## src/rtl/mx_pkg.sv

```systemverilog
// Shared FP32 field layout, E8M0 constants, FSM state type and MX format helpers.
// The LFSR constants are used only when MX_STOCH_ROUND_EN is defined.
package mx_pkg;

  localparam int FP32_MAN_W    = 23;
  localparam int FP32_EXP_W    = 8;
  localparam int FP32_EXP_LSB  = 23;
  localparam int FP32_SIGN_BIT = 31;

  localparam logic [7:0] E8M0_NAN = 8'hFF;

  // Right-shifting Galois form of x^16+x^14+x^13+x^11+1
  localparam logic [15:0] LFSR_TAPS = 16'hB400;
  localparam logic [15:0] LFSR_SEED = 16'hACE1;

  typedef enum logic [1:0] {
    FILL  = 2'd0,
    CALC  = 2'd1,
    DRAIN = 2'd2
  } fsm_state_t;

  // Largest unbiased element exponent; the format reserves no Inf/NaN codes
  function automatic int mx_emax(input int ebits, input int ebias);
    return ((2 ** ebits) - 1) - ebias;
  endfunction

endpackage

```

## src/rtl/mx_elem_encode.sv

```systemverilog
// Combinational FP32 -> signed E<EBITS>M<MBITS> element under shared scale X.
// RNE by default; MX_STOCH_ROUND_EN switches to stochastic rounding driven by rnd_i.
module mx_elem_encode
  import mx_pkg::*;
#(
  parameter int EBITS = 3,
  parameter int MBITS = 2,
  parameter int EBIAS = 3
) (
  input  logic [31:0]          fp_i,
  input  logic [7:0]           scale_i,
  input  logic [15:0]          rnd_i,
  output logic [EBITS+MBITS:0] elem_o
);

  localparam int W   = EBITS + MBITS;
  localparam int SHN = FP32_MAN_W - MBITS;
  localparam logic [47:0]        MAXCODE     = 48'((1 << W) - 1);
  localparam logic [47:0]        HIDDEN      = 48'(1 << MBITS);
  // Shifts this deep leave the value under half the smallest subnormal
  localparam logic signed [10:0] DEPTH_FLUSH = 11'(MBITS + 2);

  logic                sgn;
  logic [7:0]          ex;
  logic signed [10:0]  field;
  logic signed [10:0]  depth;
  logic                sub;
  logic                flush;
  logic                up;
  logic [5:0]          sh;
  logic [47:0]         sig_w;
  logic [47:0]         q0;
  logic [47:0]         one_sh;
  logic [47:0]         rem;
  logic [47:0]         q;
  logic [47:0]         code;

`ifndef MX_STOCH_ROUND_EN
  logic unused_rnd;
  assign unused_rnd = ^rnd_i;
`endif

  always_comb begin
    sgn    = fp_i[FP32_SIGN_BIT];
    ex     = fp_i[FP32_EXP_LSB +: FP32_EXP_W];
    sig_w  = 48'({1'b1, fp_i[FP32_MAN_W-1:0]});
    field  = 11'(ex) - 11'(scale_i) + 11'(EBIAS);
    depth  = 11'sd1 - field;
    sub    = (field < 11'sd1);
    flush  = (ex == 8'd0) || (sub && (depth >= DEPTH_FLUSH));
    sh     = sub ? (6'(SHN) + depth[5:0]) : 6'(SHN);

    q0     = sig_w >> sh;
    one_sh = 48'd1 << sh;
    rem    = sig_w & (one_sh - 48'd1);
`ifdef MX_STOCH_ROUND_EN
    // LFSR bits sit at the top of the discarded field
    up     = (rem + (48'(rnd_i) << (sh - 6'd16))) >= one_sh;
`else
    up     = (rem > (one_sh >> 1)) || ((rem == (one_sh >> 1)) && q0[0]);
`endif
    q      = q0 + 48'(up);

    // {exp,mant} read as one integer lets mantissa carry ripple into the exponent
    if (sub) code = q;
    else     code = (48'(field) << MBITS) + q - HIDDEN;
    if (code > MAXCODE) code = MAXCODE;

    elem_o = {sgn, code[W-1:0]};
    if (flush)                 elem_o = {sgn, {W{1'b0}}};
    if (scale_i == E8M0_NAN)   elem_o = '0;
  end

endmodule

```

## src/rtl/mx_block_quantizer.sv

```systemverilog
// Streaming FP32 -> MX block quantizer: buffer a block, derive the E8M0 scale, emit elements.
// Define MX_STOCH_ROUND_EN for stochastic rounding from a 16-bit Galois LFSR.
//   state | meaning
//   FILL  | accepting FP32 beats, tracking max exponent / NaN
//   CALC  | one cycle to register the shared scale X
//   DRAIN | emitting one encoded element per accepted output
module mx_block_quantizer
  import mx_pkg::*;
#(
  parameter int BLOCK_SIZE = 32,
  parameter int EBITS      = 3,
  parameter int MBITS      = 2,
  parameter int EBIAS      = 3,
  parameter int EMAX       = mx_emax(EBITS, EBIAS)
) (
  input  logic                   clk,
  input  logic                   rst_n,
  input  logic                   in_valid,
  output logic                   in_ready,
  input  logic [31:0]            in_data,
  input  logic                   in_last,
  output logic                   out_valid,
  input  logic                   out_ready,
  output logic [EBITS+MBITS:0]   out_elem,
  output logic [7:0]             out_scale,
  output logic                   out_last
);

  localparam int CW = $clog2(BLOCK_SIZE);
  localparam int EW = 1 + EBITS + MBITS;

  fsm_state_t      state_q;
  logic [CW-1:0]   count_q;
  logic [CW-1:0]   len_q;
  logic [CW-1:0]   rd_ptr_q;
  logic [7:0]      max_exp_q;
  logic [7:0]      scale_q;
  logic            nan_q;
  logic            issued_q;
  logic            in_ready_q;
  logic            out_valid_q;
  logic            out_last_q;
  logic [EW-1:0]   out_elem_q;
  logic [31:0]     buf_q [BLOCK_SIZE];

  logic [7:0]      in_exp;
  logic            in_acc;
  logic            close;
  logic            out_acc;
  logic            load;
  logic [EW-1:0]   enc_elem;
  logic [15:0]     rnd;

  assign in_exp  = in_data[FP32_EXP_LSB +: FP32_EXP_W];
  assign in_acc  = in_valid && in_ready_q;
  assign close   = in_acc && (in_last || (count_q == CW'(BLOCK_SIZE - 1)));
  assign out_acc = out_valid_q && out_ready;
  assign load    = (state_q == DRAIN) && !issued_q && (!out_valid_q || out_ready);

  always_ff @(posedge clk) begin
    if (in_acc) buf_q[count_q] <= in_data;
  end

`ifdef MX_STOCH_ROUND_EN
  logic [15:0] lfsr_q;
  logic [15:0] lfsr_d;

  assign lfsr_d = {1'b0, lfsr_q[15:1]} ^ (lfsr_q[0] ? LFSR_TAPS : 16'h0000);

  always_ff @(posedge clk or negedge rst_n) begin
    if (!rst_n)       lfsr_q <= LFSR_SEED;
    else if (out_acc) lfsr_q <= lfsr_d;
  end

  // An element loaded on the same edge as an accept must see the advanced value
  assign rnd = out_acc ? lfsr_d : lfsr_q;
`else
  assign rnd = 16'h0000;
`endif

  mx_elem_encode #(
    .EBITS (EBITS),
    .MBITS (MBITS),
    .EBIAS (EBIAS)
  ) u_encode (
    .fp_i    (buf_q[rd_ptr_q]),
    .scale_i (scale_q),
    .rnd_i   (rnd),
    .elem_o  (enc_elem)
  );

  always_ff @(posedge clk or negedge rst_n) begin
    if (!rst_n) begin
      state_q     <= FILL;
      count_q     <= '0;
      len_q       <= '0;
      rd_ptr_q    <= '0;
      max_exp_q   <= 8'd0;
      scale_q     <= 8'd0;
      nan_q       <= 1'b0;
      issued_q    <= 1'b0;
      in_ready_q  <= 1'b0;
      out_valid_q <= 1'b0;
      out_last_q  <= 1'b0;
      out_elem_q  <= '0;
    end else begin
      case (state_q)
        FILL: begin
          in_ready_q <= 1'b1;
          if (in_acc) begin
            count_q <= count_q + 1'b1;
            if (in_exp > max_exp_q)  max_exp_q <= in_exp;
            if (in_exp == E8M0_NAN)  nan_q     <= 1'b1;
            if (close) begin
              state_q    <= CALC;
              in_ready_q <= 1'b0;
              len_q      <= count_q;
              count_q    <= '0;
            end
          end
        end
        CALC: begin
          if (nan_q)                       scale_q <= E8M0_NAN;
          else if (max_exp_q >= 8'(EMAX))  scale_q <= max_exp_q - 8'(EMAX);
          else                             scale_q <= 8'd0;
          rd_ptr_q <= '0;
          issued_q <= 1'b0;
          state_q  <= DRAIN;
        end
        DRAIN: begin
          if (load) begin
            out_valid_q <= 1'b1;
            out_elem_q  <= enc_elem;
            out_last_q  <= (rd_ptr_q == len_q);
            rd_ptr_q    <= rd_ptr_q + 1'b1;
            if (rd_ptr_q == len_q) issued_q <= 1'b1;
          end else if (out_acc) begin
            out_valid_q <= 1'b0;
            if (out_last_q) begin
              state_q    <= FILL;
              in_ready_q <= 1'b1;
              max_exp_q  <= 8'd0;
              nan_q      <= 1'b0;
            end
          end
        end
        default: state_q <= FILL;
      endcase
    end
  end

  assign in_ready  = in_ready_q;
  assign out_valid = out_valid_q;
  assign out_elem  = out_elem_q;
  assign out_scale = scale_q;
  assign out_last  = out_last_q;

endmodule

```

## config.mk

```make
export PLATFORM = sky130hd
export DESIGN_NAME = mx_block_quantizer
export DESIGN_NICKNAME = d
export VERILOG_FILES = /design/src/rtl/mx_pkg.sv /design/src/rtl/mx_elem_encode.sv /design/src/rtl/mx_block_quantizer.sv
export SDC_FILE = /design/constraint.sdc
export NUM_CORES = 1
export LEC_CHECK = 0
export CAP_MARGIN = 20
export CELL_PAD_IN_SITES_DETAIL_PLACEMENT = 2
export CELL_PAD_IN_SITES_GLOBAL_PLACEMENT = 2
export CORE_UTILIZATION = 49
export DETAILED_ROUTE_END_ITERATION = 10
export GPL_TIMING_DRIVEN = 0
export PLACE_DENSITY = 0.79
export RECOVER_POWER = 25
export SYNTH_ARGS = -nofsm -noshare
export SYNTH_HDL_FRONTEND = slang
export SYNTH_HIERARCHICAL = 1
export SYNTH_SLANG_ARGS = --single-unit
```

## constraint.sdc

```tcl
create_clock -name clk -period 16.9 [get_ports clk]
set_clock_uncertainty 0.05 [all_clocks]
set_input_delay 3.38 -clock clk [delete_from_list [all_inputs] [get_ports clk]]
set_output_delay 3.38 -clock clk [all_outputs]
set_load 0.05 [all_outputs]
```

Word-level counts from Yosys, hierarchy flattened
Memory sizes are Yosys's and may differ from the RTL's.
Cells that the tools add are included.
{"block": "classes", "muxes": 41, "n_addsub": 11, "n_reduce_logical": 28, "n_bitwise": 1, "eq_ne": 16, "shifts": 2, "order_cmp": 6}
{"op": "8-bit two-way mux", "n": 7}
{"op": "48-bit by 1-bit adder with 48-bit output", "n": 1}
{"op": "48-bit adder", "n": 1}
{"op": "24-bit by 48-bit bitwise AND with 48-bit output", "n": 1}
{"op": "48-bit by 47-bit == test with 1-bit output", "n": 1}
{"op": "48-bit by 47-bit > comparator with 1-bit output", "n": 1}
{"op": "48-bit by 5-bit > comparator with 1-bit output (second input constant)", "n": 1}
{"op": "48-bit two-way mux", "n": 1}
{"op": "1-bit by 6-bit << shifter with 48-bit output (first input constant)", "n": 1}
{"op": "24-bit by 6-bit >> shifter with 48-bit output", "n": 1}
{"op": "48-bit by 1-bit subtractor with 48-bit output (second input constant)", "n": 1}
{"op": "48-bit by 3-bit subtractor with 48-bit output (second input constant)", "n": 1}
{"op": "5-bit two-way mux", "n": 4}
{"op": "8-bit == test (second input constant)", "n": 2}
{"op": "1-bit two-way mux", "n": 16}
{"op": "2-bit != test (second input constant)", "n": 8}
{"op": "8-bit case mux with 2 select lines", "n": 1}
{"op": "6-bit two-way mux", "n": 2}
{"op": "6-bit AND reduction", "n": 2}
{"op": "11-bit by 2-bit adder with 11-bit output (second input constant)", "n": 1}
{"op": "11-bit by 4-bit >= comparator with 1-bit output (second input constant)", "n": 1}
{"op": "11-bit by 2-bit less-than comparator with 1-bit output (second input constant)", "n": 1}
{"op": "2-bit by 11-bit subtractor with 11-bit output (first input constant)", "n": 1}
{"op": "5-bit by 1-bit adder with 5-bit output (second input constant)", "n": 2}
{"op": "24 further kinds", "n": 46}
{"block": "totals", "in_bits": 37, "mem_bits_rw": 1024, "register_bits": 44, "memories": 1, "wordCells": 118, "out_inout_bits": 17}
{"memory": "buf_q", "depth": 32, "word_bits": 32, "read_ports": 1, "rd_ports_with_merged_regs": 0, "wr": 1, "line": "mx_block_quantizer.sv:44", "text": "logic [31:0] buf_q [BLOCK_SIZE];"}

Longest topological paths before layout
Gate-level depths: netlist of the first run.
An unclocked memory read counts as a cell.
{"block": "logic_depth", "word_depth": 20, "ltp_mapped": 76, "ltp_nobuf": 69}

By module
The synthesis of the first run kept the hierarchy.
{"mod": "mx_block_quantizer", "cells_per_inst": 1801, "seq_area_each_um2": 31850.5, "area_each_um2": 41240.8, "instances": 1}
{"mod": "mx_elem_encode", "cells_per_inst": 978, "seq_area_each_um2": 0.0, "area_each_um2": 6583.8, "instances": 1}

Worst setup path before layout of the first run
OpenSTA, ideal clock, no wires.
{"block": "synth_path", "path_kind": "register -> register", "start": "register rd_ptr_q[1]", "end": "register out_elem_q[0] (netlist: out_elem[0])", "t_required_ns": 16.732, "setup_slack_ns": 3.340, "path_stages_with_launch": 67, "period_less_slack_ns": 13.560, "n_path_buf": 11, "arrival_time_ns": 13.392, "setup_ns": 0.118, "path_cell_list": "dfrtp_1 buf_2 buf_4 clkbuf_1 mux4_2 mux4_2 o21a_1 inv_1 ha_1 buf_2 inv_1 clkbuf_1 buf_1 ha_1 clkbuf_1 inv_1 clkbuf_1 ha_1 [... 31 more ...] a21o_1 a21o_1 a21o_1 a21oi_1 o21ai_0 and4_1 o41ai_1 a21oi_1 a21oi_1 nor2b_1 o21ai_0 a21oi_1 a31oi_1 xnor2_1 o21ai_0 a41oi_1 nand2_1 nand2_1"}
{"block": "synth_via", "elab_chain_cells": 20, "elab_cells_between_ends": 27, "cone_classes": "8 x add/sub; 4 x order compare; 1 x eq/ne; 2 x shift; 5 x mux; 1 x bitwise; 5 x reduce/logical; 1 x memory"}
{"item": "start, declared", "line": "mx_block_quantizer.sv:35", "text": "logic [CW-1:0] rd_ptr_q;"}
{"item": "start signal, assigned", "line": "mx_block_quantizer.sv:135", "text": "rd_ptr_q <= rd_ptr_q + 1'b1;"}
{"item": "memory read 32 x 32 bit *"}
{"item": "branches (longest 17 deep; another with 48-bit by 1-bit subtractor with 48-bit output)"}
{"item": "5-bit two-way mux *", "line": "mx_elem_encode.sv:70", "text": "if (flush) elem_o = {sgn, {W{1'b0}}};"}
{"item": "6-bit two-way mux *", "line": "mx_elem_encode.sv:71", "text": "if (scale_i == E8M0_NAN) elem_o = '0;"}
{"item": "net enc_elem[0]", "line": "mx_block_quantizer.sv:51", "text": "logic [EW-1:0] enc_elem;"}
{"item": "end signal, assigned", "line": "mx_block_quantizer.sv:133", "text": "out_elem_q <= enc_elem;"}
{"item": "end, declared", "line": "mx_block_quantizer.sv:43", "text": "logic [EW-1:0] out_elem_q;"}
Mark *: on every way through the listed nets, which the timed path passes.
A chain may end at the register's enable or synchronous reset.

Final worst setup path of the first run
{"block": "layout_path", "start": "register rd_ptr_q[0]", "end": "register out_elem_q[4] (netlist: out_elem[4])"}
Same word-level chain as after synthesis.

==> results of run 1 <==
==> cell usage in the layout, fill, tap and decap left out, drive strengths merged, types with 83 or more instances in the layout <==
cell type,instances
edfxtp,1024
mux4,288
clkbuf,207
nor2,139
buf,131
nand2,123
ha,101
inv,90
mux2i,85
a21oi,83
==> stage by stage <==
step / hold WS (ns) / std cells / TNS, ns
after global routing: 0.469 / 4373 / -0.0374
final: 0.441 / 4381 / 0
after global placement: 0.420 / 4107 / -10.10
after floorplan: 0.430 / 2778 / 0
after CTS: 0.445 / 4348 / 0
after detailed placement: 0.431 / 4152 / -13.34
==> final timing paths <==
kind	cells after the start	endpoint	from
hold reg to reg	2	out_elem[5]$_DFFE_PN0P_	out_elem[5]$_DFFE_PN0P_
max in group asynchronous	2	count_q[4]$_DFFE_PN0P_	rst_n
min in group asynchronous	1	out_elem[1]$_DFFE_PN0P_	rst_n
hold / removal	2	out_elem[5]$_DFFE_PN0P_	out_elem[5]$_DFFE_PN0P_
setup / recovery	61	out_elem[4]$_DFFE_PN0P_	rd_ptr_q[0]$_DFFE_PN0P_
setup reg to reg	61	out_elem[4]$_DFFE_PN0P_	rd_ptr_q[0]$_DFFE_PN0P_
==> flip-flops by register name (all words and copies together) (netlist names) <==
register	cells
len_q	5
buf_q	1024
rd_ptr_q	5
issued_q	1
state_q	2
max_exp_q	8
out_last	1
nan_q	1
in_ready	1
out_valid	1
out_scale	8
out_elem	6
count_q	5
==> per-layer routing <==
layer	track usage [%]	part of all wire [%]	vias up
met2	68.4	48	3379
met1	51.1	34	17200
met3	9.30	12	823
li1	-	-	11800
met4	20.5	6.3	14
met5	0	0.042	-
==> repair_timing <==
action | in CTS | in global routing
buffers inserted | 0 | 3
hold buffers | 0 | 0
pin swaps | 0 | 3
gates resized for setup | 29 | 29
setup endpoints to repair | 5 | 5
==> area by class of cell <==
class	instances	area share (%)
Clock buffer	125	5.08
Buffer	135	1.34
Clock inverter	75	1.21
Timing Repair Buffer	121	3.05
Sequential cell	1068	57.9
Antenna cell	11	0.0500
Inverter	86	0.587
Tap cell	1276	2.90
Multi-Input combinational cell	1484	27.9
==> worst min-delay path: stages, from the launching register on <==
cell and delay (ns):
dfrtp_1 0.35, nand2_1 0.05, nand2_1 0.06
==> impl_metrics.tcl, run 1 <==
set metrics [dict create \
    slew_violations 337 \
    drive_above_1_share_pct 22.0 \
    path_buf_inv 13 \
    grt_max_degree 40 \
    dpl.hpwl_um 126000 \
    io_pins 54 \
    cpMaxStageDelayCell "a21oi_1" \
    synthCells 2778 \
    outcome "complete, but fails checks" \
    ff2ff_setup_slack_ns 0.36 \
    routed_via_density 7.56 \
    antenna_found_initial 21 \
    required_ns 17.44 \
    cts_tree "built" \
    fp.dieArea_um2 98800 \
    clockBufferDepth 3 \
    rows 114 \
    via_count 33100 \
    ys_warn_count 6 \
    fin_crit_ns 16.54 \
    placeableCoreArea_um2 96700 \
    root_buffer "clkbuf_16" \
    route.detailed.drc 0 \
    maxSlewHeadroom_pct -81.5 \
    path_class "flip-flop to flip-flop" \
    port_buffers 53 \
    avgSynthCellArea_um2 17.2 \
    synth_nets 2919 \
    numCtsBuffers 106 \
    cp-start-kind "flip-flop" \
    end_kind "flip-flop" \
    drt_wl_total_um 216000 \
    maxCapViolCount 10 \
    worst_pin_slew_ns 2.72 \
    drtIter0Drc 6017 \
    initial_core_util_pct 49.4 \
    ant_nets 0 \
    clk_pin_slew_ns 0.07 \
    drt-wirelength-per-cell_um 49.3 \
    crit_path_max_fanout 11 \
    fmax_ghz 0.0604 \
    gp_congestion 0.916 \
    final_util_pct 56.9 \
    grt_pass1_wl_um 279000 \
    crit_family "compound AO/OA/AOI/OAI gates" \
    hp-class "flip-flop to flip-flop" \
    cp_data_arrival_time_ns 17.09 \
    fin_nets 3143 \
    grt_usage_pct 41.2 \
    grt_remaining_overflow 0 \
    setup_slack_ns 0.355 \
    syn-cell-area_um2 47800 \
    crit_top_cell "ha_1" \
    hold_viol 0 \
    fin_area_um2 55000 \
    htreeDepth 3 \
    dp_slack_ns -2.69 \
    grt_pass1_vias 33300 \
    drt_pre_antenna_iters 6 \
    n_fill_cell 8114 \
    setup_viol 0 \
    cts.sinks 1068 \
    violations "capacitance limit, slew limit" \
    cp_slowest_stage_delay_ns 0.76 \
    register_area_um2 31900 \
    die_h_um 314 \
    dieWidth_um 314 \
    syn_to_final_growth_pct 15.1 \
    worstSkewPairLatency_ns 0.74 \
    period_share_pct 97.9 \
    multi_input_area_um2 15400 \
    placedInstanceArea_um2 51100 \
]
Power of run 1 is left out: the tool's default activity adds up to more than one toggle a clock period on the data nets, which glitch-free logic cannot reach.
==> run 2, diff against run 1 <==
--- a/config.mk
+++ b/config.mk
@@ -11,6 +11,7 @@
 export CORE_UTILIZATION = 49
 export DETAILED_ROUTE_END_ITERATION = 10
 export GPL_TIMING_DRIVEN = 0
+export HOLD_SLACK_MARGIN = 0.12
 export PLACE_DENSITY = 0.79
 export RECOVER_POWER = 25
 export SYNTH_ARGS = -nofsm -noshare
==> results of run 2 <==
Same layout as run 1: the final DEF is identical, and so are final timing and power.
Power of run 2 is left out for the same reason.
